`config.mk`:
```
export PLATFORM = sky130hd
export DESIGN_NAME = box_drawer_flat
export DESIGN_NICKNAME = d
export VERILOG_FILES = /design/src/rtl/vga_pkg.sv /design/src/rtl/box_drawer_if.sv /design/src/rtl/box_corner_norm.sv /design/src/rtl/box_drawer.sv /design/src/flat_wrapper.sv
export SDC_FILE = /design/constraint.sdc
export NUM_CORES = 1
export LEC_CHECK = 0
export ABC_AREA = 0
export CAP_MARGIN = 15
export CORE_ASPECT_RATIO = 2
export CORE_MARGIN = 2
export CORE_UTILIZATION = 31
export DETAILED_ROUTE_END_ITERATION = 7
export HOLD_SLACK_MARGIN = 0.03
export SYNTH_ARGS = -nofsm -noshare
export SYNTH_HDL_FRONTEND = slang
export SYNTH_SLANG_ARGS = --single-unit
```
`constraint.sdc`:
```
create_clock -name clk -period 3.3 [get_ports clk]
set_clock_uncertainty 0.2 [all_clocks]
set_input_delay 0.495 -clock clk [delete_from_list [all_inputs] [get_ports clk]]
set_output_delay 0.495 -clock clk [all_outputs]
set_load 0.01 [all_outputs]
```
`src/rtl/vga_pkg.sv`:
```
// Shared definitions for the VGA box path: screen geometry, coordinate type,
// drawer state encoding and a clamp helper.
package vga_pkg;
    localparam int CW       = 11;
    localparam int SCREEN_W = 640;
    localparam int SCREEN_H = 480;

    typedef logic [CW-1:0] coord_t;

    typedef enum logic [1:0] {IDLE, SETUP, DRAW, DONE} box_state_t;

    // Saturate a coordinate to the last visible pixel on its axis.
    function automatic coord_t clamp(input coord_t v, input coord_t lim);
        return (v > lim) ? lim : v;
    endfunction
endpackage

```
`src/rtl/box_drawer_if.sv`:
```
// Request/pixel bundle between the box requester and box_drawer.
interface box_drawer_if;
    import vga_pkg::*;

    logic   start;
    coord_t x0, y0, x1, y1;
    logic   fill;
    logic   color;
    coord_t xBox, yBox;
    logic   boxPixelColor;
    logic   pixel_valid;
    logic   boxStart;
    logic   boxEnd;
    logic   busy;

    modport master (
        output start, x0, y0, x1, y1, fill, color,
        input  xBox, yBox, boxPixelColor, pixel_valid, boxStart, boxEnd, busy
    );

    modport slave (
        input  start, x0, y0, x1, y1, fill, color,
        output xBox, yBox, boxPixelColor, pixel_valid, boxStart, boxEnd, busy
    );
endinterface

```
`src/rtl/box_corner_norm.sv`:
```
// Clamps both corners to the screen and orders them into min/max bounds.
module box_corner_norm
    import vga_pkg::*;
(
    input  coord_t x0,
    input  coord_t y0,
    input  coord_t x1,
    input  coord_t y1,
    output coord_t xmin,
    output coord_t xmax,
    output coord_t ymin,
    output coord_t ymax
);
    coord_t cx0, cy0, cx1, cy1;

    assign cx0 = clamp(x0, coord_t'(SCREEN_W - 1));
    assign cx1 = clamp(x1, coord_t'(SCREEN_W - 1));
    assign cy0 = clamp(y0, coord_t'(SCREEN_H - 1));
    assign cy1 = clamp(y1, coord_t'(SCREEN_H - 1));

    assign xmin = (cx0 < cx1) ? cx0 : cx1;
    assign xmax = (cx0 < cx1) ? cx1 : cx0;
    assign ymin = (cy0 < cy1) ? cy0 : cy1;
    assign ymax = (cy0 < cy1) ? cy1 : cy0;
endmodule

```
`src/rtl/box_drawer.sv`:
```
// Rasterises one axis-aligned box (filled or outline) into a pixel stream,
// one pixel per clock, framed by boxStart / boxEnd pulses.
module box_drawer
    import vga_pkg::*;
(
    input  logic        clk,
    input  logic        reset,
    box_drawer_if.slave bus
);
    box_state_t state;
    coord_t     cap_x0, cap_y0, cap_x1, cap_y1;
    logic       cap_fill, cap_color;
    coord_t     xmin_r, xmax_r, ymin_r, ymax_r;
    coord_t     x_r, y_r;
    logic       color_r, pix_valid, box_start, box_end, busy_r;
    coord_t     n_xmin, n_xmax, n_ymin, n_ymax;
    logic       last_pix, interior;

    box_corner_norm u_norm (
        .x0(cap_x0), .y0(cap_y0), .x1(cap_x1), .y1(cap_y1),
        .xmin(n_xmin), .xmax(n_xmax), .ymin(n_ymin), .ymax(n_ymax)
    );

    // Outline rows strictly between the top and bottom edges jump from the
    // left edge straight to the right edge.
    assign last_pix = (x_r == xmax_r) && (y_r == ymax_r);
    assign interior = !cap_fill && (y_r != ymin_r) && (y_r != ymax_r);

    // FSM, corner capture and raster walk; every output is a register.
    always_ff @(posedge clk or negedge reset) begin
        if (!reset) begin
            state     <= IDLE;
            cap_x0    <= '0;
            cap_y0    <= '0;
            cap_x1    <= '0;
            cap_y1    <= '0;
            cap_fill  <= 1'b0;
            cap_color <= 1'b0;
            xmin_r    <= '0;
            xmax_r    <= '0;
            ymin_r    <= '0;
            ymax_r    <= '0;
            x_r       <= '0;
            y_r       <= '0;
            color_r   <= 1'b0;
            pix_valid <= 1'b0;
            box_start <= 1'b0;
            box_end   <= 1'b0;
            busy_r    <= 1'b0;
        end else begin
            case (state)
                IDLE: begin
                    if (bus.start) begin
                        cap_x0    <= bus.x0;
                        cap_y0    <= bus.y0;
                        cap_x1    <= bus.x1;
                        cap_y1    <= bus.y1;
                        cap_fill  <= bus.fill;
                        cap_color <= bus.color;
                        box_start <= 1'b1;
                        busy_r    <= 1'b1;
                        state     <= SETUP;
                    end
                end
                SETUP: begin
                    xmin_r    <= n_xmin;
                    xmax_r    <= n_xmax;
                    ymin_r    <= n_ymin;
                    ymax_r    <= n_ymax;
                    x_r       <= n_xmin;
                    y_r       <= n_ymin;
                    color_r   <= cap_color;
                    pix_valid <= 1'b1;
                    box_start <= 1'b0;
                    state     <= DRAW;
                end
                DRAW: begin
                    if (last_pix) begin
                        pix_valid <= 1'b0;
                        box_end   <= 1'b1;
                        state     <= DONE;
                    end else if (x_r == xmax_r) begin
                        x_r <= xmin_r;
                        y_r <= y_r + 1'b1;
                    end else if (interior && (x_r == xmin_r)) begin
                        x_r <= xmax_r;
                    end else begin
                        x_r <= x_r + 1'b1;
                    end
                end
                DONE: begin
                    box_end <= 1'b0;
                    busy_r  <= 1'b0;
                    state   <= IDLE;
                end
                default: state <= IDLE;
            endcase
        end
    end

    assign bus.xBox          = x_r;
    assign bus.yBox          = y_r;
    assign bus.boxPixelColor = color_r;
    assign bus.pixel_valid   = pix_valid;
    assign bus.boxStart      = box_start;
    assign bus.boxEnd        = box_end;
    assign bus.busy          = busy_r;
endmodule

```
`src/flat_wrapper.sv`:
```
// flat-port wrapper written by rule: the top's interface ports become plain ports
module box_drawer_flat import vga_pkg::*;
  (clk, reset, bus_start, bus_x0, bus_y0, bus_x1, bus_y1, bus_fill, bus_color, bus_xBox, bus_yBox, bus_boxPixelColor, bus_pixel_valid, bus_boxStart, bus_boxEnd, bus_busy);
  box_drawer_if bus_i ();
  input  logic clk;
  input  logic reset;
  input wire logic [$bits(bus_i.start)-1:0] bus_start;
  input wire logic [$bits(bus_i.x0)-1:0] bus_x0;
  input wire logic [$bits(bus_i.y0)-1:0] bus_y0;
  input wire logic [$bits(bus_i.x1)-1:0] bus_x1;
  input wire logic [$bits(bus_i.y1)-1:0] bus_y1;
  input wire logic [$bits(bus_i.fill)-1:0] bus_fill;
  input wire logic [$bits(bus_i.color)-1:0] bus_color;
  output wire logic [$bits(bus_i.xBox)-1:0] bus_xBox;
  output wire logic [$bits(bus_i.yBox)-1:0] bus_yBox;
  output wire logic [$bits(bus_i.boxPixelColor)-1:0] bus_boxPixelColor;
  output wire logic [$bits(bus_i.pixel_valid)-1:0] bus_pixel_valid;
  output wire logic [$bits(bus_i.boxStart)-1:0] bus_boxStart;
  output wire logic [$bits(bus_i.boxEnd)-1:0] bus_boxEnd;
  output wire logic [$bits(bus_i.busy)-1:0] bus_busy;
  assign bus_i.start = bus_start;
  assign bus_i.x0 = bus_x0;
  assign bus_i.y0 = bus_y0;
  assign bus_i.x1 = bus_x1;
  assign bus_i.y1 = bus_y1;
  assign bus_i.fill = bus_fill;
  assign bus_i.color = bus_color;
  assign bus_xBox = bus_i.xBox;
  assign bus_yBox = bus_i.yBox;
  assign bus_boxPixelColor = bus_i.boxPixelColor;
  assign bus_pixel_valid = bus_i.pixel_valid;
  assign bus_boxStart = bus_i.boxStart;
  assign bus_boxEnd = bus_i.boxEnd;
  assign bus_busy = bus_i.busy;
  box_drawer u_core (.clk(clk), .reset(reset), .bus(bus_i));
endmodule
```
==> results.yml <==
yosys:
  synth.avg_cell_area_um2: 10.3
  synth-edff-count: 0
  yosys-mux-area-fraction_pct: 19.0
  synthArstFlopShare_pct: 100
  synthTopCellsByArea: "dfrtp_1 (42%), mux2_2 (14%), mux2i_1 (5.0%)"
  synth_flop_cell: "dfrtp_1"
  synth_top_family_by_area: "multiplexers"
  synth-seq-area-share_pct: 42.1
  syn_area_um2: 7070
  syn_inst: 689
  synth-xor-area-share_pct: 6.57
  ys_seq_elements: 119
  ys.warnings.count: 0
  synth_top_area_share_pct: 42.1
  synth-simple-area-share_pct: 13.5
  synth_top_cell_by_area: "dfrtp_1"
  synth_cell_types: 61
  synthAdderAreaFrac_pct: 4.60
  synth-compound-area-share_pct: 9.67
sta:
  setup_tns_ns: 0
  timing.slew.headroom_pct: 27.9
  rsz0062_at_grt: "false"
  hold_viol: 0
  finalSetupViolCount: 0
  holdWs_ns: 0.269
  finalMaxSlewViolations: 0
  tightest_slew_ns: 1.08
  max_freq_mhz: 321
  final.min_clock_period_ns: 3.11
  final.period_utilization_pct: 94.4
worst_setup_path:
  path_delay_family: "compound AO/OA/AOI/OAI gates"
  path_common_cell: "a21o_1"
  crit_required_ns: 3.42
  worst_path_max_delay_cell: "dfrtp_1"
  regToRegSetupSlack_ns: 0.19
  ff2ff_path_depth: 12
  end_kind: "flip-flop"
  r2r-end: "u_core.bus.yBox[4]"
  crit_chain: "nor2_4, o21ai_4, nor2_1, inv_1, ha_1, a21o_1, a21o_1, a21o_1, a21oi_2, buf_12, mux2_2, a211oi_1"
  cp_num_buf_inv: 2
  slowest_delay_ns: 0.40
  criticalPathCategory: "reg -> reg"
  worstPathArrival_ns: 3.24
  r2r_start: "u_core.cap_y0[9]"
  critPathMaxFanout: 18
  cp_num_cells: 12
  cp-start-kind: "flip-flop"
cts:
  cts_max_path_buffers: 2
  clock-sinks: 119
  insertion_delay_ns: 0.43
  clkSlewWorstSetupHoldPaths_ns: 0.06
  cts_max_level: 4
  cts_tree: "done"
  numCtsBuffers: 17
  root_buffer: "clkbuf_16"
power:
  finalPower_mw: 10.2
  seqPwrFrac_pct: 26.3
  intPower_mw: 6.03
  power_switching_mw: 4.17
  combPwrFrac_pct: 53.3
  switching_share_pct: 40.9
  ir_drop_mv: 0.465
  clkPwrFrac_pct: 20.3
  powerDensity_nw_per_um2: 1120
  leakage_nw: 3.69
hold_path:
  hp-class: "in -> async"
finish:
  fin_nets: 862
  diodes: 0
  n_fill_cell: 2194
  final_common_cell: "dfrtp_1"
  syn2layout_area_growth_pct: 28.6
  mostFrequentLayoutCells: "dfrtp_1 (119), mux2_2 (88), clkdlybuf4s50_1 (74)"
  fin_util_pct: 40.3
  drive_gt1_share_pct: 24.0
  stdcell_area_um2: 9090
global_route:
  grt_max_degree: 106
  antenna_found_initial: 0
  grt.total_usage_pct: 17.0
  gr-total-overflow: 0
  grt_pass1_wl_um: 31400
  grt_pass1_vias: 5901
drt:
  dr.pass1.iters: 4
  drt.antenna.violating_nets: 0
  wl_per_cell_um: 18.5
  num_vias: 5528
  drtIter0Drc: 185
  drt_wl_total_um: 20000
  via_per_inst: 5.12
  drc: 0
placed_design:
  gp_congestion: 0.901
  port_buffers: 75
  placed_area_um2: 8310
  hpwl_um: 15200
run:
  maxCapViolCount: 0
floorplanning:
  die_x_um: 111
  die_h_um: 218
  start_util_pct: 31.4
  rows: 78
  core_um2: 22500
  num_io_pins: 76
  die_area_um2: 24100
run_status:
  status: "finished, final reports clean"
==> metrics by stage <==
step,cells,worst slack [ns]
6_report,1080,0.186
5_1_grt,1080,0.00782
3_3_place_gp,1044,0.0753
4_1_cts,1077,0.00225
2_1_floorplan,693,0.324
3_5_place_dp,1044,0.0174
==> cell type report <==
| class | instances | area (um2) | share of cell area (%) |
|---|---|---|---|
| Clock buffer | 18 | 439 | 4.83 |
| Multi-Input combinational cell | 503 | 3880 | 42.8 |
| Inverter | 30 | 113 | 1.24 |
| Timing Repair Buffer | 116 | 1100 | 12.1 |
| Sequential cell | 119 | 2980 | 32.8 |
| Tap cell | 280 | 350 | 3.86 |
| Clock inverter | 14 | 221 | 2.44 |
==> synth_stat cells, drive strengths merged (11+ instances only) <==
master  count
a21oi      23
buf        16
clkbuf     26
dfrtp     119
ha         26
inv        30
mux2       88
mux2i      35
nand2      38
nand3      22
nand4      17
nor2       63
nor2b      11
nor3       14
o21ai      33
xnor2      40
xor2       13
==> power groups by stage <==
stage               Combinational (mW)  Sequential (mW)  Clock [mW]
finish                            5.44             2.69        2.07
global route                      5.96             2.77        2.18
CTS                               5.30             2.67        2.11
detailed placement                5.28             2.69           0
floorplan                         3.60             2.54           0
global placement                  5.22             2.66           0
==> cells by family (layout without fill, tap and decap cells) <==
| kind of cell | Yosys count | after routing |
|---|---|---|
| AOI/OAI and AO/OA | 102 | 103 |
| xor gates and xnor gates | 53 | 53 |
| adders and majority gates | 26 | 26 |
| buffers and inverters | 72 | 178 |
| DFF | 119 | 119 |
| muxes | 123 | 123 |
| other | 2 | 6 |
| and+or+nand+nor | 192 | 192 |
==> layer usage <==
layer	GRT usage, %	vias to the layer above	wire (um)
met3	2.28	55	491
met4	10.8	0	1230
met1	15.4	2724	6470
met2	34.4	115	11800
li1	-	2634	-
met5	0	-	0
==> how the worst max path moves through the flow <==
| stage | from | endpoint | slack (ns) |
|---|---|---|---|
| 2_1_floorplan | u_core.cap_x1[7] | u_core.xmax_r[0] | 0.32 |
| 3_3_place_gp | u_core.cap_x0[8] | u_core.bus.xBox[2] | 0.08 |
| 3_5_place_dp | u_core.cap_x1[7] | u_core.bus.xBox[2] | 0.02 |
| 4_1_cts | u_core.cap_x1[7] | u_core.bus.xBox[2] | 0.002 |
| 5_1_grt | u_core.cap_y1[9] | u_core.bus.yBox[4] | 0.008 |
| 6_report | u_core.cap_y0[9] | u_core.bus.yBox[4] | 0.19 |
==> what timing repair did <==
item                                    in CTS  in global routing
endpoints found under the hold margin       14                  0
hold buffers                                 1                  0
gates resized for setup                      0                 23
endpoints found under the setup margin       0                 20
setup buffers                                0                  2
==> worst register-to-register path, cell delays in order (launching register included) <==
cell	delay (ns)
dfrtp_1	0.40
nor2_4	0.19
o21ai_4	0.13
nor2_1	0.17
inv_1	0.07
ha_1	0.31
a21o_1	0.16
a21o_1	0.20
a21o_1	0.22
a21oi_2	0.16
buf_12	0.20
mux2_2	0.37
a211oi_1	0.25
Note: power is estimated with default switching activity, not from simulation.
